**src/rtl/adc_mod_multi_pkg.sv**
```systemverilog
`default_nettype none
// ============================================================================
// Package : adc_mod_pkg
// Brief   : Field offsets, lane modes and saturation helper for adc_mod_multi.
// Revision: 1.0 - initial release
// ============================================================================
package adc_mod_pkg;

    localparam logic [1:0] FLD_CENTER = 2'd0;
    localparam logic [1:0] FLD_KF     = 2'd1;
    localparam logic [1:0] FLD_CHSEL  = 2'd2;
    localparam logic [1:0] FLD_MODE   = 2'd3;

    localparam logic MODE_WRAP = 1'b0;
    localparam logic MODE_SAT  = 1'b1;

    // Clamp a signed sum into the unsigned 32-bit range.
    function automatic logic [31:0] sat_u32(input logic signed [63:0] x);
        logic [31:0] r;
        if (x < 64'sd0)
            r = 32'h0000_0000;
        else if (x > 64'sh0000_0000_FFFF_FFFF)
            r = 32'hFFFF_FFFF;
        else
            r = x[31:0];
        return r;
    endfunction

endpackage
`default_nettype wire

```
**src/rtl/adc_mod_multi_if.sv**
```systemverilog
`default_nettype none
// ============================================================================
// Interface: adc_mod_multi_if
// Brief    : Parameter-write, ADC sample and modulation-output bundle.
// Revision : 1.0 - initial release
// ============================================================================
interface adc_mod_multi_if #(
    parameter int ADC_WIDTH = 12,
    parameter int NUM_CH    = 2,
    parameter int NUM_OUT   = 2
);
    localparam int c_AW = $clog2(NUM_OUT) + 2;

    logic                          param_wen;
    logic [c_AW-1:0]               param_addr;
    logic [31:0]                   param_wdata;
    logic                          param_commit;
    logic                          en;
    logic                          adc_valid;
    logic [NUM_CH*ADC_WIDTH-1:0]   adc_data;
    logic                          mod_valid;
    logic [NUM_OUT*32-1:0]         mod_out;

    modport master (
        output param_wen, param_addr, param_wdata, param_commit,
        output en, adc_valid, adc_data,
        input  mod_valid, mod_out
    );

    modport slave (
        input  param_wen, param_addr, param_wdata, param_commit,
        input  en, adc_valid, adc_data,
        output mod_valid, mod_out
    );
endinterface
`default_nettype wire

```
**src/rtl/adc_mod_multi_lane.sv**
```systemverilog
`default_nettype none
// ============================================================================
// Module  : adc_mod_lane
// Brief   : One modulation lane: active parameters plus the S1..S3 pipeline.
// Revision: 1.0 - initial release
// ============================================================================
module adc_mod_lane
    import adc_mod_pkg::*;
#(
    parameter int ADC_WIDTH = 12,
    parameter int NUM_CH    = 2,
    parameter int KF_SHIFT  = 11,
    parameter int CH_W      = 1
) (
    input  wire logic                        clk,
    input  wire logic                        rstn,
    input  wire logic                        i_en,
    input  wire logic                        i_commit,
    input  wire logic [31:0]                 i_sh_center,
    input  wire logic [31:0]                 i_sh_kf,
    input  wire logic [CH_W-1:0]             i_sh_ch,
    input  wire logic                        i_sh_ch_inv,
    input  wire logic                        i_sh_mode,
    input  wire logic                        i_acc,
    input  wire logic                        i_v1,
    input  wire logic                        i_v2,
    input  wire logic                        i_v3,
    input  wire logic [NUM_CH*ADC_WIDTH-1:0] i_adc_data,
    output logic      [31:0]                 o_mod
);
    localparam int c_PW   = ADC_WIDTH + 33;
    localparam int c_SUMW = c_PW + 1;

    logic [31:0]            r_center, r_kf;
    logic [CH_W-1:0]        r_ch;
    logic                   r_ch_inv, r_mode;

    logic signed [ADC_WIDTH-1:0] r_s1;
    logic [31:0]            r_s1_kf, r_s1_center, r_s2_center;
    logic                   r_s1_mode, r_s2_mode, r_s3_mode;
    logic signed [c_PW-1:0] r_p;
    logic signed [c_SUMW-1:0] r_sum;
    logic [31:0]            r_mod;

    logic [ADC_WIDTH-1:0]        w_raw;
    logic signed [ADC_WIDTH-1:0] w_s;
    logic signed [c_PW-1:0]      w_a, w_b, w_d;
    logic signed [c_SUMW-1:0]    w_sum;
    logic [31:0]                 w_word;

    always_comb begin
        w_raw = '0;
        for (int c = 0; c < NUM_CH; c++) begin
            if (r_ch == CH_W'(c))
                w_raw = i_adc_data[c*ADC_WIDTH +: ADC_WIDTH];
        end
    end

    // Offset-binary to two's complement is an MSB flip.
    assign w_s    = r_ch_inv ? '0 : $signed({~w_raw[ADC_WIDTH-1], w_raw[ADC_WIDTH-2:0]});
    assign w_a    = c_PW'(r_s1);
    assign w_b    = c_PW'($signed({1'b0, r_s1_kf}));
    assign w_d    = r_p >>> KF_SHIFT;
    assign w_sum  = c_SUMW'(w_d) + $signed({{(c_SUMW-32){1'b0}}, r_s2_center});
    assign w_word = (r_s3_mode == MODE_SAT) ? sat_u32(64'(r_sum)) : r_sum[31:0];

    always_ff @(posedge clk) begin
        if (!rstn) begin
            r_center    <= '0;
            r_kf        <= '0;
            r_ch        <= '0;
            r_ch_inv    <= 1'b0;
            r_mode      <= MODE_WRAP;
            r_s1        <= '0;
            r_s1_kf     <= '0;
            r_s1_center <= '0;
            r_s1_mode   <= 1'b0;
            r_p         <= '0;
            r_s2_center <= '0;
            r_s2_mode   <= 1'b0;
            r_sum       <= '0;
            r_s3_mode   <= 1'b0;
            r_mod       <= '0;
        end else begin
            if (i_commit) begin
                r_center <= i_sh_center;
                r_kf     <= i_sh_kf;
                r_ch     <= i_sh_ch;
                r_ch_inv <= i_sh_ch_inv;
                r_mode   <= i_sh_mode;
            end
            // Parameters ride with the sample so a later commit cannot disturb it.
            if (i_acc) begin
                r_s1        <= w_s;
                r_s1_kf     <= r_kf;
                r_s1_center <= r_center;
                r_s1_mode   <= r_mode;
            end
            if (i_v1) begin
                r_p         <= w_a * w_b;
                r_s2_center <= r_s1_center;
                r_s2_mode   <= r_s1_mode;
            end
            if (i_v2) begin
                r_sum     <= w_sum;
                r_s3_mode <= r_s2_mode;
            end
            if (!i_en)
                r_mod <= '0;
            else if (i_v3)
                r_mod <= w_word;
        end
    end

    assign o_mod = r_mod;

endmodule
`default_nettype wire

```
**src/rtl/adc_mod_multi.sv**
```systemverilog
`default_nettype none
// ============================================================================
// Module  : adc_mod_multi
// Brief   : Multi-channel ADC to multi-lane DDS modulation words, double-buffered.
// Revision: 1.0 - initial release
// ============================================================================
module adc_mod_multi
    import adc_mod_pkg::*;
#(
    parameter int ADC_WIDTH = 12,
    parameter int NUM_CH    = 2,
    parameter int NUM_OUT   = 2,
    parameter int KF_SHIFT  = 11
) (
    input  wire logic      clk,
    input  wire logic      rstn,
    adc_mod_multi_if.slave bus
);
    localparam int c_AW  = $clog2(NUM_OUT) + 2;
    localparam int c_CHW = (NUM_CH > 1) ? $clog2(NUM_CH) : 1;

    logic r_v1, r_v2, r_v3, r_mod_valid;
    logic w_acc;

    assign w_acc = bus.adc_valid & bus.en;

    always_ff @(posedge clk) begin
        if (!rstn) begin
            r_v1        <= 1'b0;
            r_v2        <= 1'b0;
            r_v3        <= 1'b0;
            r_mod_valid <= 1'b0;
        end else begin
            r_v1        <= w_acc;
            r_v2        <= r_v1 & bus.en;
            r_v3        <= r_v2 & bus.en;
            r_mod_valid <= r_v3 & bus.en;
        end
    end

    assign bus.mod_valid = r_mod_valid;

    for (genvar k = 0; k < NUM_OUT; k++) begin : g_lane
        logic [31:0]      r_sh_center, r_sh_kf;
        logic [c_CHW-1:0] r_sh_ch;
        logic             r_sh_inv, r_sh_mode;
        logic             w_hit;
        logic [31:0]      w_mod;

        assign w_hit = bus.param_wen && ((bus.param_addr >> 2) == c_AW'(k));

        always_ff @(posedge clk) begin
            if (!rstn) begin
                r_sh_center <= '0;
                r_sh_kf     <= '0;
                r_sh_ch     <= '0;
                r_sh_inv    <= 1'b0;
                r_sh_mode   <= MODE_WRAP;
            end else if (w_hit) begin
                case (bus.param_addr[1:0])
                    FLD_CENTER: r_sh_center <= bus.param_wdata;
                    FLD_KF:     r_sh_kf     <= bus.param_wdata;
                    FLD_CHSEL: begin
                        r_sh_ch  <= bus.param_wdata[c_CHW-1:0];
                        r_sh_inv <= (bus.param_wdata >= 32'(NUM_CH));
                    end
                    FLD_MODE:   r_sh_mode   <= bus.param_wdata[0];
                    default: ;
                endcase
            end
        end

        adc_mod_lane #(
            .ADC_WIDTH (ADC_WIDTH),
            .NUM_CH    (NUM_CH),
            .KF_SHIFT  (KF_SHIFT),
            .CH_W      (c_CHW)
        ) u_lane (
            .clk         (clk),
            .rstn        (rstn),
            .i_en        (bus.en),
            .i_commit    (bus.param_commit),
            .i_sh_center (r_sh_center),
            .i_sh_kf     (r_sh_kf),
            .i_sh_ch     (r_sh_ch),
            .i_sh_ch_inv (r_sh_inv),
            .i_sh_mode   (r_sh_mode),
            .i_acc       (w_acc),
            .i_v1        (r_v1),
            .i_v2        (r_v2),
            .i_v3        (r_v3),
            .i_adc_data  (bus.adc_data),
            .o_mod       (w_mod)
        );

        assign bus.mod_out[k*32 +: 32] = w_mod;
    end

endmodule
`default_nettype wire

```
**src/flat_wrapper.sv**
```systemverilog
// flat-port wrapper written by rule: the top's interface ports become plain ports
module adc_mod_multi_flat import adc_mod_pkg::*;
#(
    parameter int ADC_WIDTH = 12,
    parameter int NUM_CH    = 2,
    parameter int NUM_OUT   = 2,
    parameter int KF_SHIFT  = 11
)
  (clk, rstn, bus_param_wen, bus_param_addr, bus_param_wdata, bus_param_commit, bus_en, bus_adc_valid, bus_adc_data, bus_mod_valid, bus_mod_out);
  adc_mod_multi_if #(.ADC_WIDTH(ADC_WIDTH), .NUM_CH(NUM_CH), .NUM_OUT(NUM_OUT)) bus_i ();
  input  wire logic clk;
  input  wire logic rstn;
  input wire logic [$bits(bus_i.param_wen)-1:0] bus_param_wen;
  input wire logic [$bits(bus_i.param_addr)-1:0] bus_param_addr;
  input wire logic [$bits(bus_i.param_wdata)-1:0] bus_param_wdata;
  input wire logic [$bits(bus_i.param_commit)-1:0] bus_param_commit;
  input wire logic [$bits(bus_i.en)-1:0] bus_en;
  input wire logic [$bits(bus_i.adc_valid)-1:0] bus_adc_valid;
  input wire logic [$bits(bus_i.adc_data)-1:0] bus_adc_data;
  output wire logic [$bits(bus_i.mod_valid)-1:0] bus_mod_valid;
  output wire logic [$bits(bus_i.mod_out)-1:0] bus_mod_out;
  assign bus_i.param_wen = bus_param_wen;
  assign bus_i.param_addr = bus_param_addr;
  assign bus_i.param_wdata = bus_param_wdata;
  assign bus_i.param_commit = bus_param_commit;
  assign bus_i.en = bus_en;
  assign bus_i.adc_valid = bus_adc_valid;
  assign bus_i.adc_data = bus_adc_data;
  assign bus_mod_valid = bus_i.mod_valid;
  assign bus_mod_out = bus_i.mod_out;
  adc_mod_multi #(.ADC_WIDTH(ADC_WIDTH), .NUM_CH(NUM_CH), .NUM_OUT(NUM_OUT), .KF_SHIFT(KF_SHIFT)) u_core (.clk(clk), .rstn(rstn), .bus(bus_i));
endmodule
```
**config.mk**
```make
export PLATFORM = sky130hd
export DESIGN_NAME = adc_mod_multi_flat
export DESIGN_NICKNAME = d
export VERILOG_FILES = /design/src/rtl/adc_mod_multi_pkg.sv /design/src/rtl/adc_mod_multi_if.sv /design/src/rtl/adc_mod_multi_lane.sv /design/src/rtl/adc_mod_multi.sv /design/src/flat_wrapper.sv
export SDC_FILE = /design/constraint.sdc
export NUM_CORES = 2
export LEC_CHECK = 0
export ABC_AREA = 0
export CAP_MARGIN = 40
export CELL_PAD_IN_SITES_DETAIL_PLACEMENT = 1
export CELL_PAD_IN_SITES_GLOBAL_PLACEMENT = 2
export CORE_MARGIN = 2
export CORE_UTILIZATION = 35
export DETAILED_ROUTE_END_ITERATION = 16
export PLACE_DENSITY_LB_ADDON = 0.1
export SLEW_MARGIN = 20
export SYNTH_ARGS = -nofsm -noshare
export SYNTH_HDL_FRONTEND = slang
export SYNTH_SLANG_ARGS = --single-unit
```
**constraint.sdc**
```tcl
create_clock -name clk -period 7.7 [get_ports clk]
set_clock_uncertainty 0.05 [all_clocks]
set_input_delay 1.54 -clock clk [delete_from_list [all_inputs] [get_ports clk]]
set_output_delay 1.54 -clock clk [all_outputs]
set_load 0.02 [all_outputs]
```
==> impl_results.md <==
- Gr ovfl total: 0
- Status: complete, no violations
- Crit path kind: reg -> reg
- Detailed-route via count: 39100
- Post-synth EDFFs: 0
- FF-to-FF End: u_core.g_lane[0].u_lane.r_p[41]
- Post-route design area: 57500 um2
- Most frequent cell after synthesis: nand2_1
- Tmin final: between 6000 and 7000 ps
- DP HPWL: roughly 120000 um
- VDD IR max: 0.167 mV
- Synthesized area per cell: 8.64 um2
- Critical Path, Cell by Cell: buf_4 -> nand2_1 -> fa_1 -> inv_1 -> ha_1 -> inv_1 -> fa_1 -> inv_1 -> fa_1 -> inv_1 -> fa_1 -> inv_1 -> ha_1 -> a211oi_1 -> nor2_1 -> nor4b_1 -> nand3_1 -> nand2_1 -> nor3_1 -> or4_1 -> a31o_2 -> xnor2_1 -> o21ai_1
- Total design power: 0.00868 W
- Die X: 386 um
- Placed standard-cell area: 54300 um2
- Die Height: 386 um
- RD Place Congestion: 0.815
- Maxcap violations: 0
- CTS tree: yes
- Top cells by count, synth: nand2_1 (1149), inv_1 (741), dfxtp_1 (696)
- First-pass GRT wire length: 250000 um
- Vias in the first global route: 40900
- Hold crit path type: reg -> reg
- Clock Latency Late Sink: 700 ps
- #FFs+latches synth: 696
- Critical path peak fanout: 21
- Num rows: 140
- Seq/Total Area, Yosys: 27.3%
- Slowest cell on crit path: dfxtp_1
- Final clock period utilization by the worst path: 84.5%
- Syn Nets: 6853
- Slew @ Worst Pin: 924 ps
- Clk buf depth: 3
- Setup TNS: 0 ps
- # clock sinks: 696
- Critical path capture point: u_core.g_lane[0].u_lane.r_p[41]
- PortBufs: 129
- Synth area leader: dfxtp_1
- CP arrival: 7010 ps
- DRT Pass-1 Iters: 5
- Number of distinct library cells after synthesis: 82
- Max Slew Vio Count: 0
- PwrDens: 151 nW/um2
- Reg2Reg Depth: 23
- Worst r2r src: u_core.g_lane[0].u_lane.r_s1[1]
- CTS resizes: 0
- Post-route ant nets: 0
- CP most frequent cell: inv_1
- CTS buffer count: 85
- Synth Cell Area: 51000 um2
- Ys flop type: dfxtp_1
- RSZ-0062 raised after global routing: false
- Synth Warn #: 0
- Total wire length: 162000 um
- Hold path start: u_core.g_lane[1].u_lane.r_kf[19]
- Largest net degree at the start of global routing: ~200
- Final hold vios: 0
- I/O pin count: 130
- Layout cells sized above 1: 5.24%
- Total GRT Usage: 21.9%
- FFs w/ async S/R, synth: 0%
- Startpoint types: flip-flop
- Nets: 6828
- DRT iter0 DRCs: 2094
- Synthesis-to-layout area growth: 12.8%
- Mapped Cells: roughly 6000
- WP data required: 8210 ps
- Worst reg-to-reg setup slack: 1190 ps
- Top-area cell type share of the netlist area: 27.3%
- WHS: a little under 400 ps
- Area contributors post-synth: dfxtp_1 (27%), fa_1 (24%), nand2_1 (8.5%), ha_1 (7.1%), inv_1 (5.5%)
- Ant diodes: 0
- Post CTS Setup Buffer Count: 0
- Initial antenna violation count: 19
- Routed vias/inst: about 5
- H-tree depth: 3
- Die ar.: 149000 um2
- DR WL/cell: 20.6 um
- CTS Root Cell: clkbuf_16
- Post-CTS Hold Fix Bufs: 0
- Residual DRC: 0
- Setup crit end kind: flip-flop
- Fmax: 154 MHz
- CP startpoint: u_core.g_lane[0].u_lane.r_s1[1]
- Slowest stage delay, CP: 610 ps
- Final setup vio count: 0
- CORE AREA: 145000 um2
- Starting Density: about a third
- Lkg Pwr: 24.7 nW
- Worst slew margin: 38.4%
- Clk slew on worst S/H paths: 60 ps
[cells by family (layout without fill, tap and decap cells)]
family / after synthesis / after routing / share of synthesized area, %
mux: 282 / 282 / 5.60
simple gates: 1992 / 1992 / 16.6
compound gates: 835 / 835 / 9.74
xor+xnor: 115 / 115 / 1.98
buf+inv: 1088 / 1130 / 8.03
flops: 696 / 696 / 27.3
fa+ha+maj: 890 / 890 / 30.7
[stage by stage]
stage               instances  util, %  setup slack (ps)
floorplan                5898        -              1790
global placement         7681     37.3               921
detailed placement       7697     37.4               882
CTS                      7851     39.5               854
global route             7857     39.6               558
finish                   7857     39.6              1190
[power by group]
part	internal, W	switching (W)	total, W
Clock	0.00267	0.00174	0.00441
Sequential	0.00364	0.0000383	0.00368
Combinational	0.000190	0.000410	0.000600
Total	0.00650	0.00218	0.00868
[worst min path at each step]
stage / end / cells past startpoint
CTS: u_core.g_lane[1].u_lane.r_s1_center[1] / 2
global route: u_core.g_lane[1].u_lane.r_s1_kf[15] / 2
floorplan: u_core.g_lane[1].u_lane.r_sum[30] / 2
global placement: u_core.g_lane[0].u_lane.r_s1_kf[1] / 2
finish: u_core.g_lane[1].u_lane.r_s1_kf[19] / 2
detailed placement: u_core.g_lane[1].u_lane.r_s1_kf[19] / 2
[critical path: cells and delay by family, from the launching register on]
kind | cells | cell delay, ps
xor+xnor | 1 | 170
compound gates | 3 | 590
simple gates | 7 | 1700
fa+ha+maj | 6 | 2640
flops | 1 | 610
buf+inv | 6 | 610
[routing by layer]
layer / share of wire, % / GRT usage (%)
met1: 48 / 31.2
met5: 0.0074 / 0
met4: 2.2 / 5.22
met3: 3.5 / 2.68
met2: 46 / 35.4
[layout make-up]
class,count,area [um2]
Sequential cell,696,13900
Clock inverter,39,657
Timing Repair Buffer,233,2290
Tap cell,1917,2400
Multi-Input combinational cell,4114,33000
Inverter,743,2800
Clock buffer,115,2400
Fill cell,16800,87600
[cell usage in the layout (no fill, tap or decap), types with 8 or more instances in the layout]
cell type and n:
a211o_1 8, a211oi_1 24, a21o_1 57, a21oi_1 443
a22oi_1 25, a31oi_1 18, and2_1 178, and3_1 10
buf_4 85, bufinv_16 14, clkbuf_1 14, clkbuf_16 85
clkbuf_8 17, clkdlybuf4s50_1 128, clkinv_2 9, dfxtp_1 691
fa_1 600, ha_1 290, inv_1 740, mux2_2 22
mux2i_1 259, nand2_1 1146, nand2b_1 93, nand3_1 33
nand4_1 15, nor2_1 426, nor2b_1 14, nor3_1 29
nor4_1 10, o211ai_1 8, o21a_1 16, o21ai_0 132
o21ai_1 27, o21bai_1 10, xnor2_1 67, xor2_1 48
[registers in the layout, summed over array words and instances (netlist names), 24 cells and up]
register                          flops
u_core.g_lane.u_lane.r_sum           70
u_core.g_lane.u_lane.r_p             68
u_core.g_lane.r_sh_center            64
u_core.g_lane.r_sh_kf                64
u_core.g_lane.u_lane.o_mod           64
u_core.g_lane.u_lane.r_center        64
u_core.g_lane.u_lane.r_kf            64
u_core.g_lane.u_lane.r_s1_center     64
u_core.g_lane.u_lane.r_s1_kf         64
u_core.g_lane.u_lane.r_s2_center     64
u_core.g_lane.u_lane.r_s1            24
(Power assumes the default switching activity.)
